<file path="src/rtl/arithmetic_sequencer.sv">
// Bit-serial controller for a 1-bit arithmetic unit: accepts two WIDTH-bit operands
// and an opcode, feeds the unit LSB-first and returns result, carry and signed overflow.
module arithmetic_sequencer #(
  parameter int WIDTH = 4
) (
  input  logic             clk,
  input  logic             rst,
  input  logic             start_valid,
  output logic             start_ready,
  input  logic [WIDTH-1:0] a,
  input  logic [WIDTH-1:0] b,
  input  logic [1:0]       op,
  output logic [WIDTH-1:0] result,
  output logic             carry_out,
  output logic             overflow,
  output logic             result_valid,
  input  logic             result_ready,
  output logic             au_a,
  output logic             au_b,
  output logic             au_carry_in,
  output logic [1:0]       au_operation,
  input  logic             au_out,
  input  logic             au_carry_out
);

  localparam int CW = $clog2(WIDTH) + 1;

  typedef enum logic [1:0] {
    S_IDLE,
    S_RUN,
    S_DONE
  } state_t;

  localparam logic [1:0] OP_DEC = 2'b00;
  localparam logic [1:0] OP_SUB = 2'b01;
  localparam logic [1:0] OP_ADD = 2'b10;
  localparam logic [1:0] OP_INC = 2'b11;

  state_t           state_q, state_d;
  logic [WIDTH-1:0] a_sh_q, a_sh_d;
  logic [WIDTH-1:0] b_sh_q, b_sh_d;
  logic [WIDTH-1:0] res_sh_q, res_sh_d;
  logic [WIDTH-1:0] result_q, result_d;
  logic [1:0]       op_q, op_d;
  logic             carry_q, carry_d;
  logic             ovf_q, ovf_d;
  logic             cout_q, cout_d;
  logic [CW-1:0]    count_q, count_d;

  // NOTE: every sequential assignment is non-blocking so all flops update
  // from the same pre-edge values regardless of statement order.
  always_ff @(posedge clk or posedge rst) begin
    if (rst) begin
      state_q  <= S_IDLE;
      a_sh_q   <= '0;
      b_sh_q   <= '0;
      res_sh_q <= '0;
      result_q <= '0;
      op_q     <= '0;
      carry_q  <= 1'b0;
      ovf_q    <= 1'b0;
      cout_q   <= 1'b0;
      count_q  <= '0;
    end else begin
      state_q  <= state_d;
      a_sh_q   <= a_sh_d;
      b_sh_q   <= b_sh_d;
      res_sh_q <= res_sh_d;
      result_q <= result_d;
      op_q     <= op_d;
      carry_q  <= carry_d;
      ovf_q    <= ovf_d;
      cout_q   <= cout_d;
      count_q  <= count_d;
    end
  end

  // NOTE: every signal gets a default before the case so no path leaves it
  // unassigned, which would otherwise infer a latch.
  always_comb begin
    state_d      = state_q;
    a_sh_d       = a_sh_q;
    b_sh_d       = b_sh_q;
    res_sh_d     = res_sh_q;
    result_d     = result_q;
    op_d         = op_q;
    carry_d      = carry_q;
    ovf_d        = ovf_q;
    cout_d       = cout_q;
    count_d      = count_q;
    start_ready  = 1'b0;
    result_valid = 1'b0;
    au_a         = 1'b0;
    au_b         = 1'b0;
    au_carry_in  = 1'b0;
    au_operation = 2'b00;

    unique case (state_q)
      S_IDLE: begin
        start_ready = 1'b1;
        if (start_valid) begin
          a_sh_d  = a;
          b_sh_d  = b;
          op_d    = op;
          // SUB and INC need the +1 of two's complement (or the increment) injected at bit 0.
          carry_d = (op == OP_SUB) || (op == OP_INC);
          count_d = '0;
          state_d = S_RUN;
        end
      end

      S_RUN: begin
        au_a         = a_sh_q[0];
        au_b         = b_sh_q[0];
        au_carry_in  = carry_q;
        au_operation = op_q;
        res_sh_d     = {au_out, res_sh_q[WIDTH-1:1]};
        a_sh_d       = a_sh_q >> 1;
        b_sh_d       = b_sh_q >> 1;
        carry_d      = au_carry_out;
        count_d      = count_q + CW'(1);
        if (count_q == CW'(WIDTH - 1)) begin
          // Outputs are captured separately so they survive the next request's setup.
          result_d = {au_out, res_sh_q[WIDTH-1:1]};
          cout_d   = au_carry_out;
          ovf_d    = carry_q ^ au_carry_out;
          state_d  = S_DONE;
        end
      end

      S_DONE: begin
        result_valid = 1'b1;
        if (result_ready) begin
          state_d = S_IDLE;
        end
      end

      default: begin
        state_d = S_IDLE;
      end
    endcase
  end

  assign result    = result_q;
  assign carry_out = cout_q;
  assign overflow  = ovf_q;

  logic unused_ops;
  assign unused_ops = (OP_DEC == OP_ADD);

endmodule

</file>
<file path="config.mk">
export PLATFORM = sky130hd
export DESIGN_NAME = arithmetic_sequencer
export DESIGN_NICKNAME = d
export VERILOG_FILES = /design/src/rtl/arithmetic_sequencer.sv
export SDC_FILE = /design/constraint.sdc
export NUM_CORES = 1
export LEC_CHECK = 0
export CORE_UTILIZATION = 30
export DETAILED_ROUTE_END_ITERATION = 10
export DONT_BUFFER_PORTS = 1
export PLACE_DENSITY_LB_ADDON = 0.15
export SYNTH_ARGS = -nofsm -noshare
export SYNTH_HDL_FRONTEND = slang
export SYNTH_SLANG_ARGS = --single-unit
</file>
<file path="constraint.sdc">
create_clock -name clk -period 3.9 [get_ports clk]
set_clock_uncertainty 0.2 [all_clocks]
set_input_delay 0.39 -clock clk [delete_from_list [all_inputs] [get_ports clk]]
set_output_delay 0.39 -clock clk [all_outputs]
set_load 0.1 [all_outputs]
</file>
# Yosys cells after proc, flatten, opt, wreduce, memory -nomap -nowiden
# Index checks and enable logic that the tools add are counted.
# op_classes
n_addsub,1
n_eq_ne,8
mux,18
bitwise,1
n_reduce_logical,7
# op_table
operator,n
$pmux W4 S2,2
$mux W2,4
$mux W4,2
$mux W1,6
$ne A2 B2 Y1 const B,3
$pmux W2 S3,1
$pmux W3 S2,1
$reduce_and A2 Y1,3
$eq A2 B1 Y1 const B,2
$eq A2 B2 Y1 const B,2
$add A3 B1 Y3 const B,1
$eq A3 B2 Y1 const B,1
$mux W3,1
$reduce_and A3 Y1,1
$logic_not A2 Y1,1
$pmux W1 S2,1
$reduce_bool A2 Y1,1
$logic_or A1 B1 Y1,1
$xor A1 B1 Y1,1
# totals
reg_bits,26
inputBits,16
out_inout_bits,13
wordCells,45

# Longest topological paths before layout
# Gate-level depths: netlist of run 1.
# depth
word_depth,4
mapped_depth,5
ltp_nobuf,5

# Worst setup path before layout of run 1
# No wires, ideal clock.
# synth_timing
path_kind,flip-flop to output port
from,register state_q[1]
to,output port result_valid
arrival_ns,1.942
required_ns,3.310
slack_ns,1.368
path_stages_with_launch,4
path_buffers,1
path_cell_list,dfrtp_1 > buf_6 > clkinv_1 > nor2_1
# synth_between
elab_chain_len,2
# synth_lines
item,line,text
start: declaration,39,"state_t state_q, state_d;"
start signal: assignment,65,state_q <= state_d;
$eq A2 B2 Y1,98,unique case (state_q)
$mux W1,98,
end: declaration,16,"output logic result_valid,"
# Every way passes these cells.

# Worst setup path in the final report of run 1
# layout_timing
from,register state_q[0]
to,output port au_carry_in
# layout_between
elab_chain_len,2
# layout_lines
item,line,text
$eq A2 B1 Y1,98,
$mux W1,98,
end: declaration,20,"output logic au_carry_in,"
# Every way passes these cells.

==> results of run 1 <==
-- state kept, by name (all words and copies together), names as in the netlist --
register / flops
a_sh_q: 4
op_q: 2
overflow: 1
result: 4
carry_out: 1
b_sh_q: 4
carry_q: 1
count_q: 3
state_q: 2
res_sh_q: 3
-- metal layers --
| layer | wire length (um) | part of all wire (%) | GRT usage (%) |
|---|---|---|---|
| met1 | 1160 | 47 | 17.4 |
| met2 | 1110 | 45 | 20.7 |
| met3 | 175 | 7.1 | 5.54 |
| met4 | 7 | 0.29 | 1.70 |
| met5 | 0 | 0 | 0 |
-- through the flow --
step	util, %	hold WS, ns	cells	area (um^2)
3_3_place_gp	32.2	0.267	150	1180
4_1_cts	33.8	0.0215	155	1240
3_5_place_dp	32.2	0.275	150	1180
6_report	33.8	0.0208	155	1240
5_1_grt	33.8	0.0233	155	1240
2_1_floorplan	-	0.217	108	1150
-- synth_stat cells --
cell	n	area [um^2]
inv_1	3	11.3
ha_1	2	25.0
clkinv_1	1	3.75
dfrtp_1	25	626
o22ai_1	14	87.6
nor2_2	1	6.26
o21ai_0	10	50.1
xnor2_1	1	8.76
nand3b_4	1	20.0
buf_6	1	11.3
mux2_2	2	22.5
buf_4	2	15.0
buf_2	2	10.0
clkbuf_1	1	3.75
nor2_1	4	15.0
mux2_4	5	75.1
a21oi_1	8	40.0
nor2b_1	3	18.8
and2_1	5	31.3
nand2b_1	2	12.5
o31ai_1	1	7.51
nand2_1	14	52.6
-- how the worst max path moves through the flow --
stage	depth (start not counted)	to	start	slack, ns
4_1_cts	2	au_carry_in	state_q[0]	0.98
6_report	2	au_carry_in	state_q[0]	1.03
3_3_place_gp	2	au_carry_in	state_q[0]	1.34
5_1_grt	2	au_carry_in	state_q[0]	0.84
2_1_floorplan	3	result_valid	state_q[1]	1.37
3_5_place_dp	2	au_carry_in	state_q[0]	1.29
-- kinds of logic (layout without fill, tap and decap cells) --
logic type / after synthesis / count (layout) / synth area share [%]
compound gates: 33 / 33 / 16.1
xor+xnor: 1 / 1 / 0.759
mux: 7 / 7 / 8.46
fa+ha+maj: 2 / 2 / 2.17
buf+inv: 10 / 9 / 4.77
simple gates: 30 / 30 / 13.6
flops: 25 / 25 / 54.2
-- layout make-up --
class	instances	area, um^2	share of cell area, %
clock inverters	1	7.51	0.607
inverters	4	15.0	1.21
well taps	48	60.1	4.85
flip-flops and latches	25	626	50.6
multi-input cells	73	478	38.6
clock buffers	3	41.3	3.34
repair buffers	1	10.0	0.809
-- cell usage in the layout (no fill, tap or decap) --
| cell | Yosys | final |
|---|---|---|
| xnor2_1 | 1 | 1 |
| clkbuf_8 | 0 | 3 |
| nand2b_1 | 2 | 2 |
| clkinvlp_4 | 0 | 1 |
| inv_1 | 3 | 3 |
| nand2_1 | 14 | 14 |
| o22ai_1 | 14 | 14 |
| nand3b_4 | 1 | 1 |
| ha_1 | 2 | 2 |
| nor2b_1 | 3 | 3 |
| nor2_2 | 1 | 3 |
| clkinv_1 | 1 | 1 |
| and2_1 | 5 | 5 |
| nor2_1 | 4 | 2 |
| mux2_2 | 2 | 2 |
| o21ai_0 | 10 | 10 |
| a21oi_1 | 8 | 8 |
| o31ai_1 | 1 | 1 |
| dfrtp_1 | 25 | 25 |
| mux2_4 | 5 | 5 |
| dlygate4sd3_1 | 0 | 1 |
-- timing repair --
action / CTS / global route
setup endpoints to repair: 0 / 0
resized for setup: 0 / 0
buffers inserted: 0 / 0
endpoints found under the hold margin: 1 / 0
hold buffers: 1 / 0
==> reports/results.txt, run 1 <==
status - completed
Reg clk slew, reported paths - 0.10 ns
reg-to-reg slack, setup - 2.15 ns
initial antenna violation count - 0
drt total wl - 2.45 mm
CTS tree - built
RR Startpoint - state_q[1]
crit start category - flip-flop
largest stage delay on the critical path - 0.86 ns
first-pass GRT wire length - 4.11 mm
Die ar. - 4100 um^2
Yosys reg bits - 25
period utilisation layout - 73.5%
Yosys cell types - 22
1st-pass router iterations - 4
fill count - 382
Clk Latency, worst-skew pair - 0.27 ns
Antenna Cells - 0
cell family with most CP delay - simple AND/OR/NAND/NOR gates
Mapped Cells - 108
GPL Wtd Cong - 0.724
Rel. slew slack - 28.3%
Placeable Area - 3660 um^2
Max Clk Rate - 349 MHz
DP Worst Slack - 1.29 ns
Worst Hold Class - primary input to asynchronous set/reset pin
Bufs and invs on worst path - 0
RSZ-0062 raised after global routing - no
post-DP HPWL - 1.74 mm
syn_nets - 126
CTS H-tree depth - 1
cell area after synthesis - 1150 um^2
DIE WIDTH - 64.0 um
largest net degree at the start of global routing - 26
Critical Path AT - 2.28 ns
Root Buffer - clkbuf_8
Mapped Avg Cell Area - 10.7 um^2
I/O pin total - 29
Die H - 64.0 um
clk sinks - 25
routed len/inst - 15.8 um
WP data required - 3.31 ns
layout cells sized above 1 - 14.0%
initial DRC count - 28
min Tclk post-route - 2.87 ns
crit path kind - flip-flop to primary output
TNS Setup - 0 ns
crit-path cells - nor2b_1 > and2_1
post-DR vias/cell - 5.14
critical-path maximum fanout - 12
worst reg2reg path endpoint - op_q[1]
max-cap violations - 0
Layout Nets - 126
CTS max path bufs - 2
# port buffers - 0
Area Growth Syn to Fin - 7.27%
antenna-violating nets left - 0
YS warnings - 0
# setup viols final - 0
via count - 797
Slew Limit Fails - 0
total grt overflow - 0
Final Hold Fails - 0
CTS Buf Count - 3
Worst path slowest cell - and2_1
vias in the first global route - 819
final worst setup slack - 1.03 ns
row count - 22
FF-to-FF path depth - 3
Starting Density - 31.5%
Remaining DRCs - 0
total track usage - 13.2%
register area share after synthesis - 54.2%
worst-margin pin slew - 1.07 ns
Worst setup EP type - primary output
Power of run 1 is left out: the tool's default activity adds up to more than one toggle a clock period on the data nets, which glitch-free logic cannot reach.
==> run 2, diff against run 1 <==
==> constraint.sdc (replaced) <==
create_clock -name clk -period 2.7 [get_ports clk]
set_clock_uncertainty 0.2 [all_clocks]
set_input_delay 0.27 -clock clk [delete_from_list [all_inputs] [get_ports clk]]
set_output_delay 0.27 -clock clk [all_outputs]
set_load 0.1 [all_outputs]
==> run 2 against run 1 <==
Effect of this change:
- sequential cell count unchanged
- die area stayed put
- sequential share of layout area shrank 4.9 points
- critical endpoint unchanged
- register-to-register slack got worse by 1.3 ns
- hold slack got worse by 0.0093 ns
- critical path depth increased by 1
- routed wire length increased by 7.0%
- cell area increased by 11%
==> reports/results.txt, run 2 (synthesis results as in run 1) <==
status - completed
post-DR vias/cell - 5.12
1st-pass router iterations - 4
Critical Path AT - 1.96 ns
hold buffers post-CTS - 9
Cells after DPL - 157
Remaining DRCs - 0
largest net degree at the start of global routing - 26
total track usage - 13.3%
reg-to-reg slack, setup - 0.89 ns
Max Clk Rate - 411 MHz
initial antenna violation count - 0
hold_sp - a[1]
total grt overflow - 0
Die H - 64.0 um
I/O pin total - 29
Antenna Cells - 0
clk sinks - 25
via count - 871
postcts setup bufs - 0
Clk Latency, worst-skew pair - 0.27 ns
Final Hold Fails - 0
period utilisation layout - 90.0%
routed len/inst - 15.4 um
Reg clk slew, reported paths - 0.09 ns
post-DP HPWL - 1.72 mm
CTS Buf Count - 3
CTS max path bufs - 2
CTS H-tree depth - 1
DIE WIDTH - 64.0 um
crit path kind - flip-flop to primary output
CTS tree - built
first-pass GRT wire length - 4.15 mm
# port buffers - 0
worst-margin pin slew - 0.966 ns
worst reg2reg path endpoint - op_q[1]
vias in the first global route - 820
Worst setup EP type - primary output
TNS Setup - 0 ns
Die ar. - 4100 um^2
Final Non-Filler Cells - 170
# setup viols final - 0
crit start category - flip-flop
Rel. slew slack - 35.5%
cell area after layout - 1370 um^2
GPL Wtd Cong - 0.671
Area Growth Syn to Fin - 18.8%
Worst Hold Class - primary input to flip-flop
max-cap violations - 0
critical-path maximum fanout - 12
Hold Path End - a_sh_q[1]
WP data required - 2.23 ns
drt total wl - 2.62 mm
layout cells sized above 1 - 18.0%
hold depth - 2
post-CTS sizing - 0
min Tclk post-route - 2.43 ns
fill count - 370
most frequent cells in the layout - dfrtp_1 (25), o22ai_1 (14), nand2_1 (14)
RSZ-0062 raised after global routing - no
initial DRC count - 37
Root Buffer - clkbuf_8
row count - 22
Starting Density - 31.5%
Min Hold Slack - 0.0116 ns
commonest non-fill, non-tap cell in the layout - dfrtp_1
DP Area - 1230 um^2
antenna-violating nets left - 0
Placeable Area - 3660 um^2
RR Startpoint - state_q[1]
FF-to-FF path depth - 3
Layout Nets - 141
Slew Limit Fails - 0
run 2: cell types whose count changed in the layout (fill, tap and decap cells not counted):
cell / previous run / this run
dlygate4sd3_1: 1 / 9
buf_4: 0 / 7
run 2: worst max-delay path by stage:
stage	from	endpoint	slack, ns
final	state_q[0]	au_carry_in	0.27
after global routing	state_q[0]	au_carry_in	0.08
after CTS	state_q[0]	au_carry_in	0.24
after detailed placement	state_q[0]	au_carry_in	0.55
after global placement	state_q[0]	au_carry_in	0.61
after floorplan	state_q[1]	result_valid	0.29
run 2: layout make-up:
class,count,area [um^2],area share (%)
Inverter,4,15.0,1.10
Tap cell,48,60.1,4.38
Multi-Input combinational cell,73,478,34.9
Clock inverter,1,7.51,0.548
Clock buffer,3,41.3,3.01
Sequential cell,25,626,45.7
Timing Repair Buffer,16,143,10.4
run 2: stage by stage:
stage               utilization [%]  setup slack, ns
global placement               33.6            0.609
CTS                            37.4            0.239
detailed placement             33.6            0.552
finish                         37.4            0.270
floorplan                         -            0.288
global route                   37.4           0.0773
run 2: routing by layer:
metal	global-route usage, %	vias up	wire length [um]
li1	-	406	-
met1	18.9	437	1290
met2	19.9	26	1180
met3	3.75	2	140
met4	2.56	0	18
met5	0	-	0
run 2: worst max-delay path: stages (launching register included):
cell and delay [ns]:
dfrtp_1 0.62, nor2b_1 0.57, and2_1 0.22, buf_4 0.29
Power of run 2 is left out for the same reason.
